**config.mk**
```make
export PLATFORM = sky130hd
export DESIGN_NAME = ahci_cmd_slots
export DESIGN_NICKNAME = d
export VERILOG_FILES = /design/src/rtl/ahci_pkg.sv /design/src/rtl/ahci_slot_prio_enc.sv /design/src/rtl/ahci_cmd_slots.sv
export SDC_FILE = /design/constraint.sdc
export NUM_CORES = 1
export LEC_CHECK = 0
export CAP_MARGIN = 20
export CORE_MARGIN = 2
export CORE_UTILIZATION = 57
export DETAILED_ROUTE_END_ITERATION = 12
export PLACE_DENSITY = 0.82
export SYNTH_ARGS = -nofsm -noshare
export SYNTH_HDL_FRONTEND = slang
export SYNTH_HIERARCHICAL = 1
export SYNTH_SLANG_ARGS = --single-unit
```
**constraint.sdc**
```tcl
create_clock -name mclk -period 6.75 [get_ports mclk]
set_clock_uncertainty 0.2 [all_clocks]
set_input_delay 1.0125 -clock mclk [delete_from_list [all_inputs] [get_ports mclk]]
set_output_delay 1.0125 -clock mclk [all_outputs]
set_load 0.01 [all_outputs]
```
**src/rtl/ahci_pkg.sv**
```systemverilog
// rtl/ahci_pkg.sv - shared state encoding and slot-count defaults for the AHCI command scheduler
package ahci_pkg;

  localparam int NUM_SLOTS_DEF = 32;
  localparam int SLOT_BITS_DEF = 5;

  typedef enum logic [1:0] {
    ST_IDLE   = 2'd0,
    ST_OFFER  = 2'd1,
    ST_ACTIVE = 2'd2,
    ST_HALT   = 2'd3
  } state_t;

endpackage

```
**src/rtl/ahci_slot_prio_enc.sv**
```systemverilog
// rtl/ahci_slot_prio_enc.sv - rotate-and-priority-encode: first set mask bit at or after i_start, wrapping
module ahci_slot_prio_enc
  import ahci_pkg::*;
#(
  parameter int NUM_SLOTS = NUM_SLOTS_DEF,
  parameter int SLOT_BITS = SLOT_BITS_DEF
) (
  input  logic [NUM_SLOTS-1:0] i_mask,
  input  logic [SLOT_BITS-1:0] i_start,
  output logic                 o_found,
  output logic [SLOT_BITS-1:0] o_index
);

  logic [2*NUM_SLOTS-1:0] w_dbl;
  logic [NUM_SLOTS-1:0]   w_rot;
  logic [SLOT_BITS-1:0]   w_off;
  logic [SLOT_BITS:0]     w_sum;

  // Doubling the mask turns the wrap-around into a plain right shift.
  assign w_dbl = {i_mask, i_mask} >> i_start;
  assign w_rot = w_dbl[NUM_SLOTS-1:0];

  always_comb begin
    o_found = 1'b0;
    w_off   = '0;
    for (int i = NUM_SLOTS - 1; i >= 0; i--) begin
      if (w_rot[i]) begin
        o_found = 1'b1;
        w_off   = SLOT_BITS'(i);
      end
    end
  end

  always_comb begin
    w_sum = {1'b0, i_start} + {1'b0, w_off};
    if (w_sum >= (SLOT_BITS+1)'(NUM_SLOTS)) begin
      w_sum = w_sum - (SLOT_BITS+1)'(NUM_SLOTS);
    end
    o_index = w_sum[SLOT_BITS-1:0];
  end

endmodule

```
**src/rtl/ahci_cmd_slots.sv**
```systemverilog
// rtl/ahci_cmd_slots.sv - PxCI holder and single-active-command issue scheduler with error halt and abort
module ahci_cmd_slots
  import ahci_pkg::*;
#(
  parameter int NUM_SLOTS   = NUM_SLOTS_DEF,
  parameter int SLOT_BITS   = SLOT_BITS_DEF,
  parameter int ROUND_ROBIN = 1
) (
  input  logic                 mclk,
  input  logic                 mrst,
  input  logic                 st_en,
  input  logic [NUM_SLOTS-1:0] ci_set,
  input  logic                 ci_clear_all,
  input  logic                 err_clear,
  output logic [NUM_SLOTS-1:0] ci,
  output logic [SLOT_BITS-1:0] ccs,
  output logic                 cmd_valid,
  output logic [SLOT_BITS-1:0] cmd_slot,
  input  logic                 cmd_ready,
  input  logic                 cmd_done,
  input  logic                 cmd_err,
  output logic                 cmd_abort,
  output logic                 busy,
  output logic                 halted,
  output logic                 ci_upd
);

  state_t               r_state;
  state_t               w_state_nxt;
  logic [NUM_SLOTS-1:0] r_ci;
  logic [SLOT_BITS-1:0] r_ccs;
  logic [SLOT_BITS-1:0] r_cmd_slot;
  logic                 r_ci_upd;
  logic                 r_cmd_abort;

  logic [NUM_SLOTS-1:0] w_ccs_onehot;
  logic [NUM_SLOTS-1:0] w_pending;
  logic [SLOT_BITS-1:0] w_start;
  logic                 w_found;
  logic [SLOT_BITS-1:0] w_idx;
  logic                 w_done_ok;

  assign w_ccs_onehot = {{(NUM_SLOTS-1){1'b0}}, 1'b1} << r_ccs;
  assign w_pending    = r_ci & ~((r_state == ST_ACTIVE) ? w_ccs_onehot : '0);
  assign w_done_ok    = (r_state == ST_ACTIVE) && cmd_done && !cmd_err;

  always_comb begin
    w_start = '0;
    if (ROUND_ROBIN != 0) begin
      w_start = (r_ccs == SLOT_BITS'(NUM_SLOTS - 1)) ? '0 : r_ccs + SLOT_BITS'(1);
    end
  end

  ahci_slot_prio_enc #(
    .NUM_SLOTS(NUM_SLOTS),
    .SLOT_BITS(SLOT_BITS)
  ) u_prio (
    .i_mask (w_pending),
    .i_start(w_start),
    .o_found(w_found),
    .o_index(w_idx)
  );

  always_comb begin
    w_state_nxt = r_state;
    case (r_state)
      ST_IDLE:   if (st_en && w_found) w_state_nxt = ST_OFFER;
      ST_OFFER: begin
        if (cmd_ready)   w_state_nxt = ST_ACTIVE;
        else if (!st_en) w_state_nxt = ST_IDLE;
      end
      ST_ACTIVE: if (cmd_done) w_state_nxt = cmd_err ? ST_HALT : ST_IDLE;
      ST_HALT:   if (err_clear) w_state_nxt = ST_IDLE;
      default:   w_state_nxt = ST_IDLE;
    endcase
    if (ci_clear_all) w_state_nxt = ST_IDLE;
  end

  always_ff @(posedge mclk) begin
    if (mrst) begin
      r_state     <= ST_IDLE;
      r_ci        <= '0;
      r_ccs       <= SLOT_BITS'(NUM_SLOTS - 1);
      r_cmd_slot  <= '0;
      r_ci_upd    <= 1'b0;
      r_cmd_abort <= 1'b0;
    end else begin
      r_state     <= w_state_nxt;
      r_ci_upd    <= w_done_ok && !ci_clear_all;
      r_cmd_abort <= ci_clear_all && (r_state == ST_ACTIVE);
      // A new set on the slot being completed wins over the clear.
      if (ci_clear_all) begin
        r_ci <= '0;
      end else begin
        r_ci <= (r_ci & ~(w_done_ok ? w_ccs_onehot : '0)) | ci_set;
      end
      if ((r_state == ST_IDLE) && (w_state_nxt == ST_OFFER)) begin
        r_cmd_slot <= w_idx;
      end
      if ((r_state == ST_OFFER) && cmd_ready && !ci_clear_all) begin
        r_ccs <= r_cmd_slot;
      end
    end
  end

  assign ci        = r_ci;
  assign ccs       = r_ccs;
  assign cmd_valid = (r_state == ST_OFFER);
  assign cmd_slot  = r_cmd_slot;
  assign cmd_abort = r_cmd_abort;
  assign busy      = (r_state == ST_ACTIVE);
  assign halted    = (r_state == ST_HALT);
  assign ci_upd    = r_ci_upd;

endmodule

```
# After elaboration in Yosys (flattened, before gate mapping)
# Index checks and enable logic that the tools add are counted.
# W data, S select, Z words.
# word_totals
regBits	46
out_inout_bits	47
word_cells	110
# op_classes
add_sub_neg	3
magnitude_cmp	1
n_eq_ne	5
shifts	2
n_mux	76
bitwise_logic	5
reduce_logical	12
# ops
operator	count
$mux W5	34
$and A32 B32 Y32	2
$mux W32	2
$not A32 Y32	2
$shr A64 B5 Y32	1
$mux W1	32
$or A32 B32 Y32	1
$shl A1 B5 Y32 const A	1
$mux W2	7
$logic_and A1 B1 Y1	8
$pmux W2 S4	1
$add A5 B5 Y6	1
$ge A6 B6 Y1 const B	1
$add A5 B1 Y5 const B	1
$eq A5 B5 Y1 const B	1
$sub A5 B1 Y5 const B	1
$eq A2 B1 Y1 const B	2
$eq A2 B2 Y1 const B	2
$logic_not A1 Y1	2
$logic_not A2 Y1	1
$reduce_or A2 Y1	1

# Logic depth before layout (Yosys ltp)
# depth
ltp_word	43
depth_mapped	28
ltp_nobuf	22

# Hierarchy
# Netlist, hierarchy kept.
# modules_own_cells
module	n_inst	cells_per_inst	area_each_um2
ahci_slot_prio_enc	1	360	4015.1
ahci_cmd_slots	1	287	2412.3

# Worst setup path after synthesis
# Ideal clock, no wire load.
# synth_path
path_type	reg-to-reg
startpoint	reg r_ccs[3] (netlist: ccs[3])
endpoint	reg r_cmd_slot[4] (netlist: cmd_slot[4])
arrival_ns	4.734
path_slack_ns	1.745
path_stages_with_launch	27
n_path_buf	5
synth_period_minus_slack_ns	5.005
path_cell_list	dfxtp_1 buf_2 buf_2 and3_1 ha_1 nor2_1 buf_2 buf_6 buf_2 mux4_2 mux2i_1 mux2i_1 mux2_2 a21boi_1 o2111a_1 o2111ai_1 a31oi_1 ha_1 inv_1 fa_1 inv_1 a21o_1 a21oi_1 xnor2_1 xnor2_1 nand2b_1 mux2i_1
# synth_between
elab_cells_between_ends	82
# synth_rtl
element	line_no	text
from (decl)	ahci_cmd_slots.sv:31	logic [SLOT_BITS-1:0] r_ccs;
from (signal assigned)	ahci_cmd_slots.sv:83	r_ccs <= SLOT_BITS'(NUM_SLOTS - 1);
from (signal assigned)	ahci_cmd_slots.sv:101	r_ccs <= r_cmd_slot;
$add A5 B1 Y5 / $eq A5 B5 Y1 (equally long branches)	ahci_cmd_slots.sv:50	w_start = (r_ccs == SLOT_BITS'(NUM_SLOTS - 1)) ? '0 : r_ccs + SLOT_BITS'(1);
$mux W5 (*)	ahci_cmd_slots.sv:50	
named net w_start[3]	ahci_cmd_slots.sv:38	logic [SLOT_BITS-1:0] w_start;
$shr A64 B5 Y32	ahci_slot_prio_enc.sv:20	assign w_dbl = {i_mask, i_mask} >> i_start;
$mux W5 (32 in series)	ahci_slot_prio_enc.sv:27	if (w_rot[i]) begin
$add A5 B5 Y6 (*)	ahci_slot_prio_enc.sv:35	w_sum = {1'b0, i_start} + {1'b0, w_off};
$sub A5 B1 Y5 / $ge A6 B6 Y1 (equally long branches)	ahci_slot_prio_enc.sv:37, ahci_slot_prio_enc.sv:36	
$mux W5 (*)	ahci_slot_prio_enc.sv:36	if (w_sum >= (SLOT_BITS+1)'(NUM_SLOTS)) begin
named net w_idx[4]	ahci_cmd_slots.sv:40	logic [SLOT_BITS-1:0] w_idx;
to (signal assigned)	ahci_cmd_slots.sv:98	r_cmd_slot <= w_idx;
to (decl)	ahci_cmd_slots.sv:32	logic [SLOT_BITS-1:0] r_cmd_slot;
# Mark *: on every way through the listed nets, which the timed path passes. The rest lies on a longest branch.
# A chain may end at the register's enable or synchronous reset.

# Final worst setup path
# layout_path
startpoint	reg r_ccs[0] (netlist: ccs[0])
endpoint	reg r_cmd_slot[4] (netlist: cmd_slot[4])
# Same word-level chain as after synthesis.

==> impl_metrics.csv <==
group,metric,value,unit
setup_path,path_max_fanout,19,
timing,slew_headroom,39.7,%
synth,synthTopCellsByArea,"mux4_2, dfxtp_1, mux4_1",
synth,ys.flop_type,"dfxtp_1",
routing,first_pass_iters,5,
clock_network,clkLatencyLatePin,0.29,ns
die,start_util,58.8,%
placed_design,finalWeightedCongestion,0.976,
power_and_ir_drop,p_clk_share,28.8,%
die,fp.dieH,110,um
final_layout,diodes,0,
synth,postSynthCellCount,647,
synth,yosys.cell_types.count,71,
clock_network,cts_setup_buffers,0,
die,dieWidth,110,um
routing,ant_nets,0,
synth,ys_top_cells_by_count,"mux2i_1, mux4_2, dfxtp_1, nand2_1, nor2_1",
power_and_ir_drop,combPwrFrac,41.2,%
clock_network,cts_max_path_buffers,2,
grt,grt_antenna_before_repair,0,
grt,grt_usage,36.4,%
setup_path,crit_path_end_kind,"register",
power_and_ir_drop,swShare,35.0,%
timing,worstMarginPinSlew,0.902,ns
synth,syn_nets,699,
synth,synth_top_area_share,21.0,%
setup_path,crit_path_frequent_cell,"ha_1",
flow_run,maxCapViolations,0,
power_and_ir_drop,internal-power,0.000650,W
routing,wl_per_cell,25.4,um
setup_path,cpMaxStageDelayCell,"a31oi_1",
placed_design,io_buffers,86,
power_and_ir_drop,vdd_drop_max,0.108,mV
clock_network,cts_hold_buf,0,
setup_path,max_stage_delay,0.57,ns
grt,gr-total-overflow,0,
synth,synth_edf_count,0,
timing,hold_viol,0,
clock_network,h-tree-depth,2,
synth,yosys_register_bits,46,
timing,finalSetupTns,0,ns
clock_network,path_clk_slew,0.07,ns
power_and_ir_drop,p_total,0.00100,W
routing,drt_wl_total,21.7,mm
power_and_ir_drop,p_switching,0.000350,W
timing,setup_viol,0,
clock_network,cts_made_buffers,5,
timing,grt_setup_unrepaired,"false",
die,die-area,12100,um^2
final_layout,nets,765,
timing,period_share,92.2,%
power_and_ir_drop,p_seq_share,30.0,%
die,io_pins,87,
routing,avgViaCountPerCell,7.28,
final_layout,area_growth,17.1,%
setup_path,path_cells,"ha_1 -> and3_1 -> ha_1 -> nor2_4 -> buf_4 -> mux4_2 -> mux2i_1 -> nand2_1 -> a31oi_1 -> a21boi_0 -> o2111ai_1 -> a31oi_1 -> ha_1 -> inv_1 -> fa_1 -> inv_1 -> a21o_1 -> a21oi_1 -> xnor2_1 -> xnor2_1 -> nand2b_1 -> mux2i_1",
clock_network,clock-sinks,46,
synth,yosys.area.top_type,"mux4_2",
routing,drt-initial-drc-count,743,
clock_network,cts-resized-gates,0,
power_and_ir_drop,cellPowerDensity,133,nW/um^2
synth,yosysSeqAreaShare,14.3,%
setup_path,start_kind,"register",
worst_hold_path,hold_class,"register to register",
setup_path,critical_path_required,6.77,ns
grt,grt_pass1_vias,6096,
synth,synth.most_common_cell,"mux2i_1",
final_layout,drive_gt1_share,17.6,%
timing,fin_crit,6.23,ns
routing,via_count,6219,
final_layout,final_cells,854,
placed_design,dpl.hpwl,16.2,mm
grt,grt_pass1_wl,33.3,mm
synth,yosysWarnings,6,
setup_path,crit_type,"register to register",
synth,postSynth.asyncResetShare,0,%
die,placementRows,38,
synth,synth_area,6430,um^2
die,coreArea,10900,um^2
timing,max_freq,0.161,GHz
outcome,status,"finished, final reports clean",
timing,hold_slack,0.309,ns
placed_design,place_inst,845,
clock_network,root_buffer,"clkbuf_16",
clock_network,cts_tree,"built",
power_and_ir_drop,cellLeakagePower,2.80,nW
synth,avgSynthCellArea,9.93,um^2
routing,drc,0,
grt,grt_start_max_net_pins,60,
setup_path,critical_path_arrival,6.25,ns
timing,slew_viol_final,0,
cell families after synthesis:
group | count (synthesis) | share of synthesized area (%)
flops | 46 | 14.3
fa+ha+maj | 12 | 2.45
mux | 159 | 42.8
buf+inv | 87 | 7.20
xor+xnor | 5 | 0.681
simple gates | 174 | 14.9
compound gates | 164 | 17.6
area by class of cell:
cell class	count	area, um^2
clock buffer	5	125
clock inverter	3	43.8
fill	834	3410
inverter	37	139
multi-input combinational	514	5070
sequential	46	921
tap	140	175
timing repair buffer	109	1060
metrics by stage:
stage | worst slack (ns) | util (%) | cell area, um^2
floorplan | 1.74 | - | 6430
global placement | 0.885 | 67.2 | 7350
detailed placement | 0.725 | 67.2 | 7350
CTS | 0.657 | 68.8 | 7520
global route | 0.300 | 68.8 | 7530
finish | 0.524 | 68.8 | 7530
routing by layer:
layer | GRT usage, % | share of wire [%] | up-vias
met1 | 46.7 | 38 | 2985
met5 | 0 | 0 | -
li1 | - | - | 2702
met3 | 9.76 | 11 | 89
met4 | 13.8 | 4.4 | 0
met2 | 59.1 | 47 | 443
critical path: cells and delay by family (launching register included):
kind | cells | cell delay, ns
flops | 1 | 0.39
compound gates | 6 | 1.66
simple gates | 4 | 0.93
fa+ha+maj | 4 | 1.17
mux | 3 | 0.99
xor+xnor | 2 | 0.31
buf+inv | 3 | 0.50
sequential cells by signal, summed over array words and instances, names as in the netlist:
| register | flops |
|---|---|
| ci | 32 |
| ccs | 5 |
| cmd_slot | 5 |
| r_state | 2 |
| ci_upd | 1 |
| cmd_abort | 1 |
worst paths after layout:
path	start	end	slack (ns)	cells past startpoint
setup / recovery	ccs[0]	cmd_slot[4]	0.52	22
hold / removal	ci[17]	ci[17]	0.31	2
setup reg to reg	ccs[0]	cmd_slot[4]	0.52	22
hold reg to reg	ci[17]	ci[17]	0.31	2
power groups by stage:
stage / clock network (W) / logic, W / registers (W)
6_report: 0.000288 / 0.000412 / 0.000300
5_1_grt: 0.000294 / 0.000435 / 0.000301
4_1_cts: 0.000289 / 0.000402 / 0.000299
3_5_place_dp: 0 / 0.000400 / 0.000305
3_3_place_gp: 0 / 0.000391 / 0.000304
2_1_floorplan: 0 / 0.000259 / 0.000305
cell usage in the layout, fill, tap and decap left out, types with 4 or more instances in the layout:
| cell | n |
|---|---|
| a211o_1 | 4 |
| a211oi_1 | 6 |
| a21boi_0 | 13 |
| a21oi_1 | 19 |
| a31oi_1 | 16 |
| and3_1 | 5 |
| buf_4 | 21 |
| clkbuf_16 | 5 |
| clkdlybuf4s50_1 | 86 |
| dfxtp_1 | 46 |
| ha_1 | 11 |
| inv_1 | 34 |
| mux2_2 | 12 |
| mux2i_1 | 62 |
| mux4_1 | 24 |
| mux4_2 | 60 |
| nand2_1 | 42 |
| nand2b_1 | 19 |
| nand3_1 | 13 |
| nand3_2 | 4 |
| nor2_1 | 37 |
| nor2b_1 | 6 |
| nor3_1 | 5 |
| nor4_1 | 12 |
| o211ai_1 | 5 |
| o21a_1 | 17 |
| o21ai_0 | 29 |
| o221ai_1 | 6 |
| o22ai_1 | 16 |
| o31ai_1 | 5 |
| o41ai_1 | 5 |
| or2_1 | 5 |
| xnor2_1 | 4 |
Power figures use the tool's default switching activity.
